**src/rtl/vga_timing_pkg.sv**
```systemverilog
// Shared VGA timing defaults, sync polarity and the 4-bit RAM cell coordinate type.
package vga_timing_pkg;

  localparam int unsigned DEF_H_ACTIVE = 640;
  localparam int unsigned DEF_H_FP     = 16;
  localparam int unsigned DEF_H_SYNC   = 96;
  localparam int unsigned DEF_H_BP     = 48;
  localparam int unsigned DEF_H_TOTAL  = DEF_H_ACTIVE + DEF_H_FP + DEF_H_SYNC + DEF_H_BP;

  localparam int unsigned DEF_V_ACTIVE = 480;
  localparam int unsigned DEF_V_FP     = 10;
  localparam int unsigned DEF_V_SYNC   = 2;
  localparam int unsigned DEF_V_BP     = 33;
  localparam int unsigned DEF_V_TOTAL  = DEF_V_ACTIVE + DEF_V_FP + DEF_V_SYNC + DEF_V_BP;

  localparam int unsigned DEF_CELL_W = 40;
  localparam int unsigned DEF_CELL_H = 30;

  localparam logic SYNC_ACTIVE = 1'b0;

  localparam int unsigned CELL_BITS = 4;
  typedef logic [CELL_BITS-1:0] cell_t;

endpackage

```
**src/rtl/vga_timing_gen.sv**
```systemverilog
// Free-running h/v counters with visible/blank flags and raw (undelayed) sync decode.
module vga_timing_gen
  import vga_timing_pkg::*;
#(
  parameter int unsigned H_ACTIVE = DEF_H_ACTIVE,
  parameter int unsigned H_FP     = DEF_H_FP,
  parameter int unsigned H_SYNC   = DEF_H_SYNC,
  parameter int unsigned H_BP     = DEF_H_BP,
  parameter int unsigned V_ACTIVE = DEF_V_ACTIVE,
  parameter int unsigned V_FP     = DEF_V_FP,
  parameter int unsigned V_SYNC   = DEF_V_SYNC,
  parameter int unsigned V_BP     = DEF_V_BP
) (
  input  logic clk,
  input  logic rst_n,
  output logic visible_c_o,
  output logic blank_c_o,
  output logic v_active_c_o,
  output logic line_end_c_o,
  output logic frame_end_c_o,
  output logic origin_c_o,
  output logic hsync_raw_c_o,
  output logic vsync_raw_c_o
);

  localparam int unsigned H_TOTAL = H_ACTIVE + H_FP + H_SYNC + H_BP;
  localparam int unsigned V_TOTAL = V_ACTIVE + V_FP + V_SYNC + V_BP;
  localparam int unsigned HW      = $clog2(H_TOTAL);
  localparam int unsigned VW      = $clog2(V_TOTAL);

  logic [HW-1:0] h_cnt_q, h_cnt_d;
  logic [VW-1:0] v_cnt_q, v_cnt_d;

  assign line_end_c_o  = (h_cnt_q == HW'(H_TOTAL - 1));
  assign frame_end_c_o = line_end_c_o && (v_cnt_q == VW'(V_TOTAL - 1));
  assign v_active_c_o  = (v_cnt_q < VW'(V_ACTIVE));
  assign visible_c_o   = (h_cnt_q < HW'(H_ACTIVE)) && v_active_c_o;
  assign blank_c_o     = ~visible_c_o;
  assign origin_c_o    = (h_cnt_q == '0) && (v_cnt_q == '0);

  assign hsync_raw_c_o = ((h_cnt_q >= HW'(H_ACTIVE + H_FP)) &&
                          (h_cnt_q <  HW'(H_ACTIVE + H_FP + H_SYNC))) ? SYNC_ACTIVE : ~SYNC_ACTIVE;
  assign vsync_raw_c_o = ((v_cnt_q >= VW'(V_ACTIVE + V_FP)) &&
                          (v_cnt_q <  VW'(V_ACTIVE + V_FP + V_SYNC))) ? SYNC_ACTIVE : ~SYNC_ACTIVE;

  // v advances only on the h wrap
  always_comb begin
    h_cnt_d = h_cnt_q + HW'(1);
    v_cnt_d = v_cnt_q;
    if (line_end_c_o) begin
      h_cnt_d = '0;
      v_cnt_d = frame_end_c_o ? '0 : v_cnt_q + VW'(1);
    end
  end

  always_ff @(posedge clk or negedge rst_n) begin
    if (!rst_n) begin
      h_cnt_q <= '0;
      v_cnt_q <= '0;
    end else begin
      h_cnt_q <= h_cnt_d;
      v_cnt_q <= v_cnt_d;
    end
  end

endmodule

```
**src/rtl/vram_scanout.sv**
```systemverilog
// Scans the 16x16 one-bit video RAM onto VGA timing and slots game-logic writes into blanking.
module vram_scanout
  import vga_timing_pkg::*;
#(
  parameter int unsigned H_ACTIVE = DEF_H_ACTIVE,
  parameter int unsigned H_FP     = DEF_H_FP,
  parameter int unsigned H_SYNC   = DEF_H_SYNC,
  parameter int unsigned H_BP     = DEF_H_BP,
  parameter int unsigned V_ACTIVE = DEF_V_ACTIVE,
  parameter int unsigned V_FP     = DEF_V_FP,
  parameter int unsigned V_SYNC   = DEF_V_SYNC,
  parameter int unsigned V_BP     = DEF_V_BP,
  parameter int unsigned CELL_W   = DEF_CELL_W,
  parameter int unsigned CELL_H   = DEF_CELL_H
) (
  input  logic  clk,
  input  logic  rst_n,
  output cell_t ram_x,
  output cell_t ram_y,
  output logic  ram_we,
  output logic  ram_wdata,
  input  logic  ram_rdata,
  input  logic  wr_req,
  input  cell_t wr_x,
  input  cell_t wr_y,
  input  logic  wr_data,
  output logic  wr_ack,
  output logic  hsync,
  output logic  vsync,
  output logic  de,
  output logic  pixel,
  output logic  frame_start
);

  localparam int unsigned CXW = (CELL_W > 1) ? $clog2(CELL_W) : 1;
  localparam int unsigned CYW = (CELL_H > 1) ? $clog2(CELL_H) : 1;

  logic visible, blank, v_active, line_end, frame_end, origin, hsync_raw, vsync_raw;

  vga_timing_gen #(
    .H_ACTIVE(H_ACTIVE), .H_FP(H_FP), .H_SYNC(H_SYNC), .H_BP(H_BP),
    .V_ACTIVE(V_ACTIVE), .V_FP(V_FP), .V_SYNC(V_SYNC), .V_BP(V_BP)
  ) u_timing (
    .clk           (clk),
    .rst_n         (rst_n),
    .visible_c_o   (visible),
    .blank_c_o     (blank),
    .v_active_c_o  (v_active),
    .line_end_c_o  (line_end),
    .frame_end_c_o (frame_end),
    .origin_c_o    (origin),
    .hsync_raw_c_o (hsync_raw),
    .vsync_raw_c_o (vsync_raw)
  );

  logic [CXW-1:0] cx_sub_q, cx_sub_d;
  logic [CYW-1:0] cy_sub_q, cy_sub_d;
  cell_t          cx_q, cx_d, cy_q, cy_d;
  cell_t          ram_x_q, ram_x_d, ram_y_q, ram_y_d;
  logic           ram_we_q, ram_we_d, ram_wdata_q, ram_wdata_d, wr_ack_q, wr_ack_d;
  logic [2:0]     de_pipe_q, de_pipe_d, hs_pipe_q, hs_pipe_d, vs_pipe_q, vs_pipe_d, fs_pipe_q, fs_pipe_d;
  logic           pixel_q, pixel_d;

  // Cell indices track the counter position without division
  always_comb begin
    cx_sub_d = cx_sub_q;
    cx_d     = cx_q;
    cy_sub_d = cy_sub_q;
    cy_d     = cy_q;
    if (visible) begin
      if (cx_sub_q == CXW'(CELL_W - 1)) begin
        cx_sub_d = '0;
        cx_d     = cx_q + cell_t'(1);
      end else begin
        cx_sub_d = cx_sub_q + CXW'(1);
      end
    end
    if (line_end) begin
      cx_sub_d = '0;
      cx_d     = '0;
      if (v_active) begin
        if (cy_sub_q == CYW'(CELL_H - 1)) begin
          cy_sub_d = '0;
          cy_d     = cy_q + cell_t'(1);
        end else begin
          cy_sub_d = cy_sub_q + CYW'(1);
        end
      end
    end
    if (frame_end) begin
      cy_sub_d = '0;
      cy_d     = '0;
    end
  end

  // RAM port owner: scan address when visible, one write per grant during blank
  always_comb begin
    ram_x_d     = ram_x_q;
    ram_y_d     = ram_y_q;
    ram_wdata_d = ram_wdata_q;
    ram_we_d    = 1'b0;
    wr_ack_d    = 1'b0;
    if (visible) begin
      ram_x_d = cx_q;
      ram_y_d = cy_q;
    end else if (blank && wr_req && !wr_ack_q) begin
      ram_x_d     = wr_x;
      ram_y_d     = wr_y;
      ram_wdata_d = wr_data;
      ram_we_d    = 1'b1;
      wr_ack_d    = 1'b1;
    end
  end

  // Video delay lines matched to the address + RAM read latency
  always_comb begin
    de_pipe_d = {de_pipe_q[1:0], visible};
    hs_pipe_d = {hs_pipe_q[1:0], hsync_raw};
    vs_pipe_d = {vs_pipe_q[1:0], vsync_raw};
    fs_pipe_d = {fs_pipe_q[1:0], origin};
    pixel_d   = de_pipe_q[1] & ram_rdata;
  end

  always_ff @(posedge clk or negedge rst_n) begin
    if (!rst_n) begin
      cx_sub_q    <= '0;
      cx_q        <= '0;
      cy_sub_q    <= '0;
      cy_q        <= '0;
      ram_x_q     <= '0;
      ram_y_q     <= '0;
      ram_we_q    <= 1'b0;
      ram_wdata_q <= 1'b0;
      wr_ack_q    <= 1'b0;
      de_pipe_q   <= '0;
      hs_pipe_q   <= {3{~SYNC_ACTIVE}};
      vs_pipe_q   <= {3{~SYNC_ACTIVE}};
      fs_pipe_q   <= '0;
      pixel_q     <= 1'b0;
    end else begin
      cx_sub_q    <= cx_sub_d;
      cx_q        <= cx_d;
      cy_sub_q    <= cy_sub_d;
      cy_q        <= cy_d;
      ram_x_q     <= ram_x_d;
      ram_y_q     <= ram_y_d;
      ram_we_q    <= ram_we_d;
      ram_wdata_q <= ram_wdata_d;
      wr_ack_q    <= wr_ack_d;
      de_pipe_q   <= de_pipe_d;
      hs_pipe_q   <= hs_pipe_d;
      vs_pipe_q   <= vs_pipe_d;
      fs_pipe_q   <= fs_pipe_d;
      pixel_q     <= pixel_d;
    end
  end

  assign ram_x       = ram_x_q;
  assign ram_y       = ram_y_q;
  assign ram_we      = ram_we_q;
  assign ram_wdata   = ram_wdata_q;
  assign wr_ack      = wr_ack_q;
  assign de          = de_pipe_q[2];
  assign hsync       = hs_pipe_q[2];
  assign vsync       = vs_pipe_q[2];
  assign frame_start = fs_pipe_q[2];
  assign pixel       = pixel_q;

endmodule

```
**config.mk**
```make
export PLATFORM = sky130hd
export DESIGN_NAME = vram_scanout
export DESIGN_NICKNAME = d
export VERILOG_FILES = /design/src/rtl/vga_timing_pkg.sv /design/src/rtl/vga_timing_gen.sv /design/src/rtl/vram_scanout.sv
export SDC_FILE = /design/constraint.sdc
export NUM_CORES = 1
export LEC_CHECK = 0
export ABC_AREA = 1
export CAP_MARGIN = 0
export CORE_MARGIN = 3
export CORE_UTILIZATION = 50
export DETAILED_ROUTE_END_ITERATION = 8
export PLACE_DENSITY_LB_ADDON = 0.12
export SLEW_MARGIN = 20
export SYNTH_ARGS = -nofsm -noshare
export SYNTH_HDL_FRONTEND = slang
export SYNTH_SLANG_ARGS = --single-unit
```
**constraint.sdc**
```tcl
create_clock -name clk -period 2.18 [get_ports clk]
set_input_delay 0.218 -clock clk [delete_from_list [all_inputs] [get_ports clk]]
set_output_delay 0.218 -clock clk [all_outputs]
set_load 0.03 [all_outputs]
```
==> flow_summary.toml <==
[timing]
slew_viol_final = 0
rsz0062_at_grt = "false"
setup_viol = 0
fin_crit_ns = 1.78
finalHoldViolCount = 0
tns_ns = 0
worst_clock_skew_ns = 0.00719
fmax_mhz = 560
tightestPinTransition_ns = 0.565
max_slew_margin = 0.623
post-route-period-util = 0.819

[min_path]
whs_path_depth = 0
hold_path.class = "flop to flop"
hold_path.startpoint = "vs_pipe_q[0]"
hold_end = "vs_pipe_q[1]"

[power_and_ir_drop]
seq_power_share = 0.521
vdd_drop_max_mv = 0.483
total_power_mw = 2.21
p_sw_uw = 445
power_leakage_nw = 1.85
pwr-share-clk = 0.455
comb_power_share = 0.024
swShare = 0.201
p_int_mw = 1.77
power_density_nw_per_um2 = 589

[clock_network]
cts_buffers = 9
cts_resized = 0
cts.sinks = 62
htree_levels = 3
clk_path_buf_depth = 2
worstSkewPairLatency_ns = 0.32
ctsHoldBuffers = 1
postCtsSetupBuffers = 0
cts_tree = "yes"
clock-root-buffer = "clkbuf_8"
clk_pin_slew_ns = 0.07

[setup_path]
r2r_setup_slack_ns = 0.40
regToRegEndpoint = "cy_sub_q[0]"
path_class = "flop to flop"
cp_cell_sequence = "ha_1 > nand2_1 > nor2_1 > nand2_1 > nor2_2 > buf_4 > o21ai_1 > nand2_1 > nand2_1"
cpMostUsedCell = "nand2_1"
crit_path_end_kind = "flop"
worst-path-max-fanout = 17
startpoint_type = "flop"
crit_family = "simple AND/OR/NAND/NOR gates"
timing.rr.start = "u_timing.h_cnt_q[0]"
crit_required_ns = 2.40
max_stage_delay_ns = 0.39
arrival_ns = 2.00
cp_num_buf_inv = 1
rr_worst_depth = 9
cpMaxStageDelayCell = "dfrtp_1"

[cells_and_area]
drive_gt1_frac = 0.129
fin_util = 0.619
multi_input_area_um2 = 1430
fill_cells = 526
final_cells = 478
diodes = 0
regArea_um2 = 1560
nets = 420
syn_to_final_growth_pct = 16.8

[drt]
firstDrtPassIters = 4
viasPerCell = 5.04
vias = 2407
wl_per_cell_um = 12.5
remaining_drc_errors = 0
ant_nets = 0
drt_wl_total_mm = 5.96
drtIter0Drc = 172

[synth]
syn_area_um2 = 3210
yosysSeqAreaShare = 0.485
synthDistinctLibCells = 37
ys_seq_elements = 62
syn_area_per_cell_um2 = 8.80
syn_inst = 365
syn_nets = 387
yosysWarningCount = 0

[floorplan]
core_area_um2 = 6060
ioPinCount = 29
die_y_um = 86.1
die_area_um2 = 7420
die_w_um = 86.1
start_util = 0.530
fp-row-count = 28

[global_routing]
grt_usage = 0.181
overflow = 0
grt_pass1_wl_mm = 10.7
grt_max_degree = 39
antenna_found_initial = 0
grt_pass1_vias = 2327

[placement]
port_buffers = 28
place_inst = 461
hpwl_mm = 4.31
gp_congestion = 0.799

[run]
cap_viol_max_count = 0

[outcome]
status = "completed"
layout make-up:
type | instances | area share
clock buffer | 13 | 0.0424
clock inverter | 3 | 0.0113
inverter | 41 | 0.0410
multi-input combinational | 253 | 0.381
sequential | 62 | 0.416
tap | 75 | 0.0250
timing repair buffer | 31 | 0.0834
stage by stage:
stage | area [µm²] | hold WS, ns | setup slack (ns)
after floorplan | 3210 | -0.0776 | 0.717
after global placement | 3540 | 0.237 | 0.467
after detailed placement | 3540 | 0.248 | 0.408
after CTS | 3750 | 0.347 | 0.389
after global routing | 3750 | 0.355 | 0.174
final | 3750 | 0.348 | 0.396
worst max path at each step:
stage / from / endpoint / slack [ns] / cells after the start
detailed placement: u_timing.h_cnt_q[0] / u_timing.v_cnt_q[7] / 0.41 / 7
finish: u_timing.h_cnt_q[0] / cy_sub_q[0] / 0.40 / 9
floorplan: u_timing.h_cnt_q[0] / cy_sub_q[3] / 0.72 / 9
CTS: u_timing.h_cnt_q[0] / u_timing.v_cnt_q[7] / 0.39 / 7
global placement: u_timing.h_cnt_q[0] / u_timing.v_cnt_q[7] / 0.47 / 7
global route: u_timing.h_cnt_q[0] / cy_sub_q[0] / 0.17 / 9
placed cells by master (no fill, tap or decap), types with 2 or more instances in the layout:
cell type        count
nor2_2               4
clkbuf_8            11
nand2_2              2
nor2_4               3
or2_2                3
dfstp_2              6
nand4_1             11
ha_1                 9
nand2_1             73
clkbuf_1             2
a21oi_1              7
nand3_1             30
nor4_1               3
o21ai_0             12
xnor2_1              2
nand2_4              5
clkdlybuf4s50_1     27
o21ai_1              6
nor2_8               2
xor2_1              13
or2_1                3
o21ai_2              4
inv_1               41
nor3_1               8
nor2_1              43
dfrtp_1             56
cell families after synthesis:
family                   count (synthesis)  share of synthesized area
AO/OA/AOI/OAI                           35                     0.0697
XOR/XNOR                                15                     0.0409
adder cells (fa/ha/maj)                  9                     0.0351
buffers and inverters                   50                     0.0693
AND/OR/NAND/NOR                        194                      0.300
flip-flops                              62                      0.485
state kept, by name (all words and copies together), names as in the netlist:
name	count
wr_ack	1
cy_sub_q	5
vs_pipe_q	3
u_timing.v_cnt_q	10
hs_pipe_q	3
cx_q	4
cy_q	4
pixel	1
ram_wdata	1
ram_y	4
fs_pipe_q	3
ram_x	4
cx_sub_q	6
de_pipe_q	3
u_timing.h_cnt_q	10
Yosys cell counts:
library cell | count | share of area
nand2_1 | 73 | 0.085
nand4_1 | 11 | 0.021
nor3_1 | 8 | 0.012
xor2_1 | 13 | 0.035
a21oi_2 | 1 | 0.0027
nor2_4 | 3 | 0.011
o21ai_2 | 4 | 0.011
o21ai_0 | 12 | 0.019
dfrtp_1 | 56 | 0.44
o21bai_1 | 1 | 0.0023
buf_2 | 4 | 0.0062
xnor2_1 | 2 | 0.0055
o21ai_1 | 6 | 0.0093
a31oi_1 | 1 | 0.0019
buf_6 | 1 | 0.0035
or2_2 | 3 | 0.0058
a21oi_4 | 1 | 0.0051
o21ai_4 | 1 | 0.0051
buf_4 | 3 | 0.0070
nand3_2 | 1 | 0.0031
nand2_4 | 5 | 0.018
nor4_1 | 3 | 0.0058
nand2_2 | 2 | 0.0039
ha_1 | 9 | 0.035
nor2_8 | 2 | 0.012
a21oi_1 | 7 | 0.011
nand3_4 | 1 | 0.0055
buf_8 | 1 | 0.0047
nand3_1 | 30 | 0.047
nor3_2 | 1 | 0.0031
and2_1 | 1 | 0.0019
o2111ai_1 | 1 | 0.0027
nor2_1 | 43 | 0.050
dfstp_2 | 6 | 0.049
nor2_2 | 4 | 0.0078
or2_1 | 3 | 0.0058
inv_1 | 41 | 0.048
power by group through the flow:
stage	Combinational (mW)	Clock, mW	Sequential (mW)
finish	0.0536	1.01	1.15
global route	0.0607	1.10	1.15
floorplan	0.00200	0	1.18
detailed placement	0.0549	0	1.17
global placement	0.0546	0	1.17
CTS	0.0564	1.04	1.15
layer usage:
layer | GRT usage | wire [µm] | share of wire | vias up
met4 | 0.0748 | 53 | 0.0089 | 0
li1 | - | - | - | 1238
met2 | 0.261 | 2600 | 0.44 | 49
met3 | 0.0423 | 254 | 0.043 | 4
met5 | 0 | 0 | 0 | -
met1 | 0.260 | 3060 | 0.51 | 1116
No activity file was read; power rests on OpenSTA's default activity.
